[config.mk]
export PLATFORM = sky130hd
export DESIGN_NAME = regs_wb_arbiter
export DESIGN_NICKNAME = d
export VERILOG_FILES = /design/src/rtl/regs_wb_arbiter.sv
export SDC_FILE = /design/constraint.sdc
export NUM_CORES = 1
export LEC_CHECK = 0
export ABC_AREA = 1
export BUFFER_PORTS_ARGS = -buffer_cell sky130_fd_sc_hd__buf_2
export CELL_PAD_IN_SITES_DETAIL_PLACEMENT = 2
export CELL_PAD_IN_SITES_GLOBAL_PLACEMENT = 2
export CORE_MARGIN = 2
export CORE_UTILIZATION = 27
export CTS_BUF_LIST = sky130_fd_sc_hd__clkbuf_8
export DETAILED_ROUTE_END_ITERATION = 8
export GPL_TIMING_DRIVEN = 0
export PLACE_DENSITY_LB_ADDON = 0.12
export SLEW_MARGIN = 20
export SYNTH_ARGS = -nofsm -noshare
export SYNTH_HDL_FRONTEND = slang
export SYNTH_SLANG_ARGS = --single-unit
export TNS_END_PERCENT = 10
[constraint.sdc]
create_clock -name clk_i -period 5.2 [get_ports clk_i]
set_clock_uncertainty 0.1 [all_clocks]
set_input_delay 0.26 -clock clk_i [delete_from_list [all_inputs] [get_ports clk_i]]
set_output_delay 0.26 -clock clk_i [all_outputs]
set_load 0.01 [all_outputs]
[src/rtl/regs_wb_arbiter.sv]
// Write-port arbiter for the 32x32 integer register file. It merges pipeline writeback with
// long-latency results and keeps a busy scoreboard that drives the issue hazard.
module regs_wb_arbiter #(
   parameter int STARVE_LIMIT    = 4,
   parameter int MAX_OUTSTANDING = 4
) (
   input  logic        clk_i,
   input  logic        rst_i,
   input  logic        ex_wen_i,
   input  logic [4:0]  ex_addr_i,
   input  logic [31:0] ex_data_i,
   input  logic        lu_valid_i,
   input  logic [4:0]  lu_addr_i,
   input  logic [31:0] lu_data_i,
   output logic        lu_ready_o,
   input  logic        iss_valid_i,
   input  logic        iss_long_i,
   input  logic [4:0]  iss_rs1_i,
   input  logic [4:0]  iss_rs2_i,
   input  logic [4:0]  iss_rd_i,
   output logic        hazard_o,
   output logic        stall_o,
   output logic        RegWEn_o,
   output logic [4:0]  AddrD_o,
   output logic [31:0] DataD_o
);

   localparam int SW = $clog2(STARVE_LIMIT + 1);
   localparam int CW = $clog2(MAX_OUTSTANDING + 1);

   logic [SW-1:0] starveCnt_q, starveCnt_d;
   logic [CW-1:0] outCnt_q, outCnt_d;
   logic [31:0]   busy_q, busy_d;

   logic          starved;
   logic          luGrant;
   logic          exGrant;
   logic          clrEn;
   logic          setEn;
   logic          capFull;
   logic [31:0]   effBusy;

   // Outputs are gated by reset so nothing leaks onto the write port while it is held.
   always_comb begin
      starved    = lu_valid_i && (starveCnt_q == SW'(STARVE_LIMIT));
      luGrant    = !rst_i && lu_valid_i && (starved || !ex_wen_i);
      exGrant    = !rst_i && ex_wen_i && !starved;
      stall_o    = !rst_i && starved;
      lu_ready_o = luGrant;
      RegWEn_o   = 1'b0;
      AddrD_o    = 5'd0;
      DataD_o    = 32'd0;
      if (exGrant) begin
         RegWEn_o = (ex_addr_i != 5'd0);
         AddrD_o  = ex_addr_i;
         DataD_o  = ex_data_i;
      end else if (luGrant) begin
         RegWEn_o = (lu_addr_i != 5'd0);
         AddrD_o  = lu_addr_i;
         DataD_o  = lu_data_i;
      end
   end

   // A register retiring this cycle is visible through write-through, so it is not a hazard.
   // Capacity only frees up when the retire actually clears a tracked destination.
   always_comb begin
      clrEn   = luGrant && busy_q[lu_addr_i];
      effBusy = busy_q & ~({31'd0, luGrant} << lu_addr_i);
      capFull = iss_long_i && (outCnt_q == CW'(MAX_OUTSTANDING)) && !clrEn;
      hazard_o = !rst_i && iss_valid_i &&
                 (effBusy[iss_rs1_i] || effBusy[iss_rs2_i] || effBusy[iss_rd_i] || capFull);
      setEn   = iss_valid_i && iss_long_i && !hazard_o && (iss_rd_i != 5'd0);
   end

   always_comb begin
      busy_d = busy_q;
      if (clrEn) begin
         busy_d[lu_addr_i] = 1'b0;
      end
      if (setEn) begin
         busy_d[iss_rd_i] = 1'b1;
      end
      busy_d[0] = 1'b0;

      outCnt_d = outCnt_q;
      if (setEn && !clrEn) begin
         outCnt_d = outCnt_q + CW'(1);
      end else if (clrEn && !setEn) begin
         outCnt_d = outCnt_q - CW'(1);
      end

      starveCnt_d = starveCnt_q;
      if (!lu_valid_i || luGrant) begin
         starveCnt_d = '0;
      end else if (starveCnt_q != SW'(STARVE_LIMIT)) begin
         starveCnt_d = starveCnt_q + SW'(1);
      end
   end

   always_ff @(posedge clk_i or posedge rst_i) begin
      if (rst_i) begin
         busy_q      <= '0;
         outCnt_q    <= '0;
         starveCnt_q <= '0;
      end else begin
         busy_q      <= busy_d;
         outCnt_q    <= outCnt_d;
         starveCnt_q <= starveCnt_d;
      end
   end

   // Issue already blocks any pipeline write to an outstanding long destination.
   assert property (@(posedge clk_i) disable iff (rst_i) !(ex_wen_i && busy_q[ex_addr_i]));

endmodule
# Word-level counts from Yosys, hierarchy flattened
# Cells that the tools add are included.
dict set report op_classes {
  magnitude_cmp 6
  n_reduce_logical 35
  eq_ne 3
  muxes 24
  bitwise 5
  shifts 1
  add_sub_neg 3
}
# operator n
set op_table {}
lappend op_table {{32-bit 2-to-1 mux} 4}
lappend op_table {{32-bit AND} 2}
lappend op_table {{32-bit NOT} 2}
lappend op_table {{32-bit bitwise OR} 1}
lappend op_table {{1-bit by 5-bit << shifter with 32-bit output} 1}
lappend op_table {{5-bit by 6-bit < comparator with 1-bit output, second input constant} 4}
lappend op_table {{1-bit binary-select mux with 5-bit select} 4}
lappend op_table {{1-bit logical AND} 18}
lappend op_table {{5-bit nonzero test} 3}
lappend op_table {{3-bit 2-to-1 mux} 4}
lappend op_table {{1-bit demux with 5-bit select} 2}
lappend op_table {{5-bit by 1-bit greater-or-equal comparator with 1-bit output, second input constant} 2}
lappend op_table {{5-bit 2-to-1 mux} 2}
lappend op_table {{1-bit 2-to-1 mux} 8}
lappend op_table {{1-bit zero test} 7}
lappend op_table {{3-bit by 1-bit adder with 3-bit output, second input constant} 2}
lappend op_table {{3-bit == test, second input constant} 2}
lappend op_table {{1-bit logical OR} 5}
lappend op_table {{2-bit nonzero test} 2}
lappend op_table {{3-bit inequality test, second input constant} 1}
lappend op_table {{3-bit by 1-bit subtractor with 3-bit output, second input constant} 1}
dict set report word_totals {
  out_inout_bits 41
  input_bits 95
  register_bits 37
  word_cells 80
}

# Longest topological paths before layout
dict set report depth {
  word_depth 20
  depth_mapped 28
  mapped_depth_nobuf 26
}

# Worst setup path after synthesis
# No wires, ideal clock.
dict set report synth_path {
  kind {input -> register}
  start {input rst_i}
  end {register outCnt_q[1]}
  setup_ns 0.125
  t_required_ns 4.975
  arrival_ns 3.180
  slack_ns 1.795
  stages 20
  n_path_buf 1
  cell_sequence {inv_2 > nand2_1 > a21oi_4 > buf_4 > nand2_1 > nand2_1 > o21ai_1 > o21ai_1 > nor2_1 > nor2_1 > nand3_1 > nor2_1 > nand3_1 > nand2_2 > inv_1 > nor2_1 > ha_1 > inv_1 > fa_1 > mux2_2}
}
dict set report synth_between {
  elab_cells_between_ends 28
  cone_classes {shift (1); mux (7); bitwise (2); reduce/logical (18)}
}
# element line
set synth_lines {}
lappend synth_lines {{from (decl)} 8} ;# input logic rst_i,
lappend synth_lines {{1-bit zero test (no line) *} -}
lappend synth_lines {{1-bit logical AND (2 in a row)} 46} ;# luGrant = !rst_i && lu_valid_i && (starved || !ex_wen_i);
lappend synth_lines {{1-bit by 5-bit << shifter with 32-bit output} 68} ;# effBusy = busy_q & ~({31'd0, luGrant} << lu_addr_i);
lappend synth_lines {{32-bit NOT} 68}
lappend synth_lines {{32-bit AND} 68}
lappend synth_lines {{1-bit binary-select mux with 5-bit select} 71} ;# (effBusy[iss_rs1_i] || effBusy[iss_rs2_i] || effBusy[iss_rd_i] || capFull);
lappend synth_lines {{1-bit 2-to-1 mux (implied by the code)} 71}
lappend synth_lines {{1-bit logical OR (3 in a row)} 71}
lappend synth_lines {{1-bit logical AND *} 70} ;# hazard_o = !rst_i && iss_valid_i &&
lappend synth_lines {{named net hazard_o} 21} ;# output logic hazard_o,
lappend synth_lines {{1-bit zero test *} 72} ;# setEn = iss_valid_i && iss_long_i && !hazard_o && (iss_rd_i != 5'd0);
lappend synth_lines {{1-bit logical AND * (2 in a row)} 72}
lappend synth_lines {{1-bit logical AND *} 86} ;# if (setEn && !clrEn) begin
lappend synth_lines {{3-bit 2-to-1 mux *} 86}
lappend synth_lines {{named net outCnt_d[1]} 32} ;# logic [CW-1:0] outCnt_q, outCnt_d;
lappend synth_lines {{to (signal assigned)} 107} ;# outCnt_q <= outCnt_d;
lappend synth_lines {{to (decl)} 32}
# The timed path passes the listed nets; every way through them passes the cells marked *. The select of a mux whose other input is x is not followed.
# A chain may end at the register's enable or synchronous reset.

# Final worst setup path
dict set report layout_path {
  start {input rst_i}
  end {register outCnt_q[2]}
}
dict set report layout_between {
  elab_chain_len 18
  elab_cells_between_ends 28
  cone_classes {shift (1); mux (7); bitwise (2); reduce/logical (18)}
}
# element line
set layout_rtl {}
lappend layout_rtl {{1-bit zero test (no line) *} -}
lappend layout_rtl {{1-bit logical AND (2 in a row)} 46}
lappend layout_rtl {{1-bit by 5-bit << shifter with 32-bit output} 68}
lappend layout_rtl {{32-bit NOT} 68}
lappend layout_rtl {{32-bit AND} 68}
lappend layout_rtl {{1-bit binary-select mux with 5-bit select} 71}
lappend layout_rtl {{1-bit 2-to-1 mux (implied by the code)} 71}
lappend layout_rtl {{1-bit logical OR (3 in a row)} 71}
lappend layout_rtl {{1-bit logical AND} 70}
lappend layout_rtl {{1-bit zero test} 72}
lappend layout_rtl {{1-bit logical AND (2 in a row)} 72}
lappend layout_rtl {{1-bit zero test} 88} ;# end else if (clrEn && !setEn) begin
lappend layout_rtl {{1-bit logical AND} 88}
lappend layout_rtl {{2-bit nonzero test (no line)} -}
# Every way passes the cells marked *; elsewhere a longest branch is shown, timed or not. The select of a mux whose other input is x is not followed.

==> results.md <==
- Fillers: between 1500 and 2000
- Commonest non-fill, non-tap cell in the layout: nand2_1
- Area grow syn2layout: 24.9%
- GRT Util Overall: slightly below 30%
- Largest net degree at the start of global routing: 41
- Final Hold Fails: 0
- Cells after Synth: slightly below 700
- Max Clk Rate: roughly 220 MHz
- Post-CTS sizing: 0
- Clk_lat worst skew: approximately 0.31 ns
- Drt via density: 5.32
- Status: finished, final reports clean
- Type of the worst setup path: primary input to flop
- Vias in the first global route: between 5000 and 6000
- Final WL: 22800 um
- First-pass GRT wire length: between 30000 and 40000 um
- Post-DR wirelength/cell: approximately 23 um
- Drt pass-1 iters: 4
- Worst r2r dst: outCnt_q[2]
- CTS tree: done
- DRC Markers: 0
- HPWL after DPL: 18600 um
- Synthesized cell area: 3900 um^2
- CP Launch Type: primary input
- TritonCTS buffer count: 5
- ANT nets after route: 0
- P_leak: approximately 0.0027 uW
- Finished Layout Cells: 998
- H-tree depth: 2
- Crit path max fanout: 40
- Worst Tran Pin Value: slightly above 0.9 ns
- Starting DRC count in detailed routing: between 200 and 300
- Setup WS post-layout: around 0.68 ns
- Ys Warns: 0
- Gr ovfl total: 0
- Sequential share of the synthesized area: between 20% and 30%
- Most frequent cells in the layout: 231 x nand2_1, 137 x buf_2, 121 x nand3_1
- Max rail drop VDD: about 0.0001 V
- RR Startpoint: starveCnt_q[0]
- Min Tclk post-route: about 4.5 ns
- R2R setup slack: roughly 0.88 ns
- # nets final: a little over 900
- Worst R2R Path Depth: 23
- # IOs: 136
- Critical path data arrival time: about 4.7 ns
- Synthesized area per cell: ~5.7 um^2
- Worst relative slew slack: roughly two fifths
- Initial Util: between 20% and 30%
- Std cell rows: 43
- CP most frequent cell: nor2_1
- Unrepaired setup endpoints after global routing: false
- Clk sinks: 37
- Post-CTS setup buffer count: 0
- Via count: about 5300
- CP Buf/Inv Count: 5
- Die Height: 124 um
- N_diodes: 0
- Post-route setup TNS: 0 ns
- Pwr/cell area: between 200 and 250 nW/um^2
- Clock root buffer: clkbuf_8
- Initial antenna violation count: 0
- Clk buf depth: 2
- FF/Latch Area: approximately 930 um^2
- Footprint of the multi-input gates: ~2600 um^2
- CP max stage delay: roughly 0.67 ns
- Core footprint: between 10000 and 15000 um^2
- Tcrit/Tclk final: approximately 87%
- Placed cells: between 900 and 1000
- Pre-CTS setup slack: approximately 0.31 ns
- Delay-heaviest family, CP: simple AND/OR/NAND/NOR gates
- Library cells used by synthesis: 36
- Share of layout cells above drive strength 1: between 20% and 30%
- Die X: roughly 120 um
- Max-cap viol count: 0
- Hold Path Class: primary input to async pin
- CP endpoint kind: flop
- Cts hold-fix bufs: 0
- Clock-pin slew on the worst setup and hold paths: approximately 0.08 ns
- Max-slew violations: 0
- Port-buffer cells: ~130
- GPL Wtd Cong: 0.999
- Slowest CP cell: inv_2
- Count of state elements after synthesis: 37
- Mapped Nets: around 800
- Critical path cell sequence: buf_2, inv_2, nand2_1, inv_2, nand2_1, o21ai_1, o22ai_1, nor2_1, nand2_1, nor2_1, nand3_1, nor2_1, nand3_1, nand2_2, inv_1, nor2_1, ha_1, inv_1, fa_1, nor2_1, nor2_1, nand2_1, xor2_1
- Final setup fails: 0
- Worst EP required: between 5 and 6 ns
- Die ar.: about 15000 um^2
==> cell type report <==
| class | instances | share of cell area [%] |
|---|---|---|
| Clock inverter | 1 | 0.0770 |
| Multi-Input combinational cell | 543 | 52.6 |
| Buffer | 26 | 2.82 |
| Clock buffer | 6 | 1.69 |
| Sequential cell | 37 | 19.0 |
| Inverter | 73 | 5.67 |
| Tap cell | 180 | 4.62 |
| Timing Repair Buffer | 132 | 13.6 |
==> cells by family (layout without fill, tap and decap cells) <==
group | after synthesis | count (layout) | synth area share (%)
AOI/OAI and AO/OA | 76 | 76 | 13.7
xor gates and xnor gates | 3 | 3 | 0.674
adders and majority gates | 4 | 4 | 1.48
buffers and inverters | 99 | 238 | 10.6
DFF | 37 | 37 | 23.7
muxes | 1 | 1 | 0.289
and+or+nand+nor | 459 | 459 | 49.5
==> synth_stat cells <==
cell type	number	share of area, %
nor4_1	2	0.32
ha_1	3	0.96
o21ai_0	14	1.8
inv_4	1	0.16
nand2_1	231	22
nor2_1	85	8.2
a21boi_1	2	0.38
buf_2	5	0.64
dfrtp_1	37	24
o21ai_1	10	1.3
nand3_1	121	16
nand4_1	4	0.64
nor2_2	4	0.64
mux2_2	1	0.29
clkinv_1	3	0.29
inv_2	6	0.58
inv_1	63	6.1
nand2_2	3	0.48
fa_1	1	0.51
clkbuf_1	9	0.87
o22ai_1	3	0.48
a21oi_1	8	1.0
buf_6	3	0.87
buf_4	3	0.58
a22o_1	32	7.2
xnor2_1	2	0.45
nand3_2	2	0.51
nor3_1	6	0.77
o211ai_1	2	0.38
nor4b_1	1	0.22
a21oi_4	1	0.42
o31ai_1	1	0.19
a31oi_1	1	0.16
buf_1	6	0.58
xor2_1	1	0.22
o21bai_1	2	0.38
==> flip-flops by register name (all words and copies together) (netlist names) <==
name	cells
busy_q	31
starveCnt_q	3
outCnt_q	3
==> routing by layer <==
| metal | vias to the layer above | global-route usage, % | routed length (um) |
|---|---|---|---|
| li1 | 2490 | - | - |
| met1 | 2600 | 35.7 | 9540 |
| met2 | 183 | 52.0 | 11300 |
| met3 | 36 | 3.61 | 1080 |
| met4 | 0 | 11.8 | 910 |
| met5 | - | 0 | 0 |
==> per-stage QoR <==
stage	hold slack (ns)	instance area, um^2	total power [uW]	util, %
4_1_cts	0.123	4870	1110	34.8
2_1_floorplan	0.139	3900	668	-
3_3_place_gp	0.416	4790	862	34.2
3_5_place_dp	0.436	4790	889	34.2
6_report	0.0808	4870	1110	34.8
5_1_grt	0.160	4870	1180	34.8
==> power breakdown <==
| group | switching, uW | total (uW) | internal [uW] |
|---|---|---|---|
| clock network | 121 | 225 | 104 |
| registers | 58.0 | 406 | 348 |
| logic | 318 | 478 | 160 |
| total | 497 | 1110 | 611 |
==> worst max path at each step <==
stage / start / end / slack, ns / cells past startpoint
finish: rst_i / outCnt_q[2] / 0.68 / 23
global placement: rst_i / outCnt_q[2] / 0.46 / 24
detailed placement: rst_i / outCnt_q[2] / 0.31 / 24
global route: rst_i / outCnt_q[2] / 0.20 / 23
CTS: rst_i / outCnt_q[2] / 0.62 / 24
floorplan: rst_i / outCnt_q[1] / 1.80 / 20
Note: power is estimated with default switching activity, not from simulation.
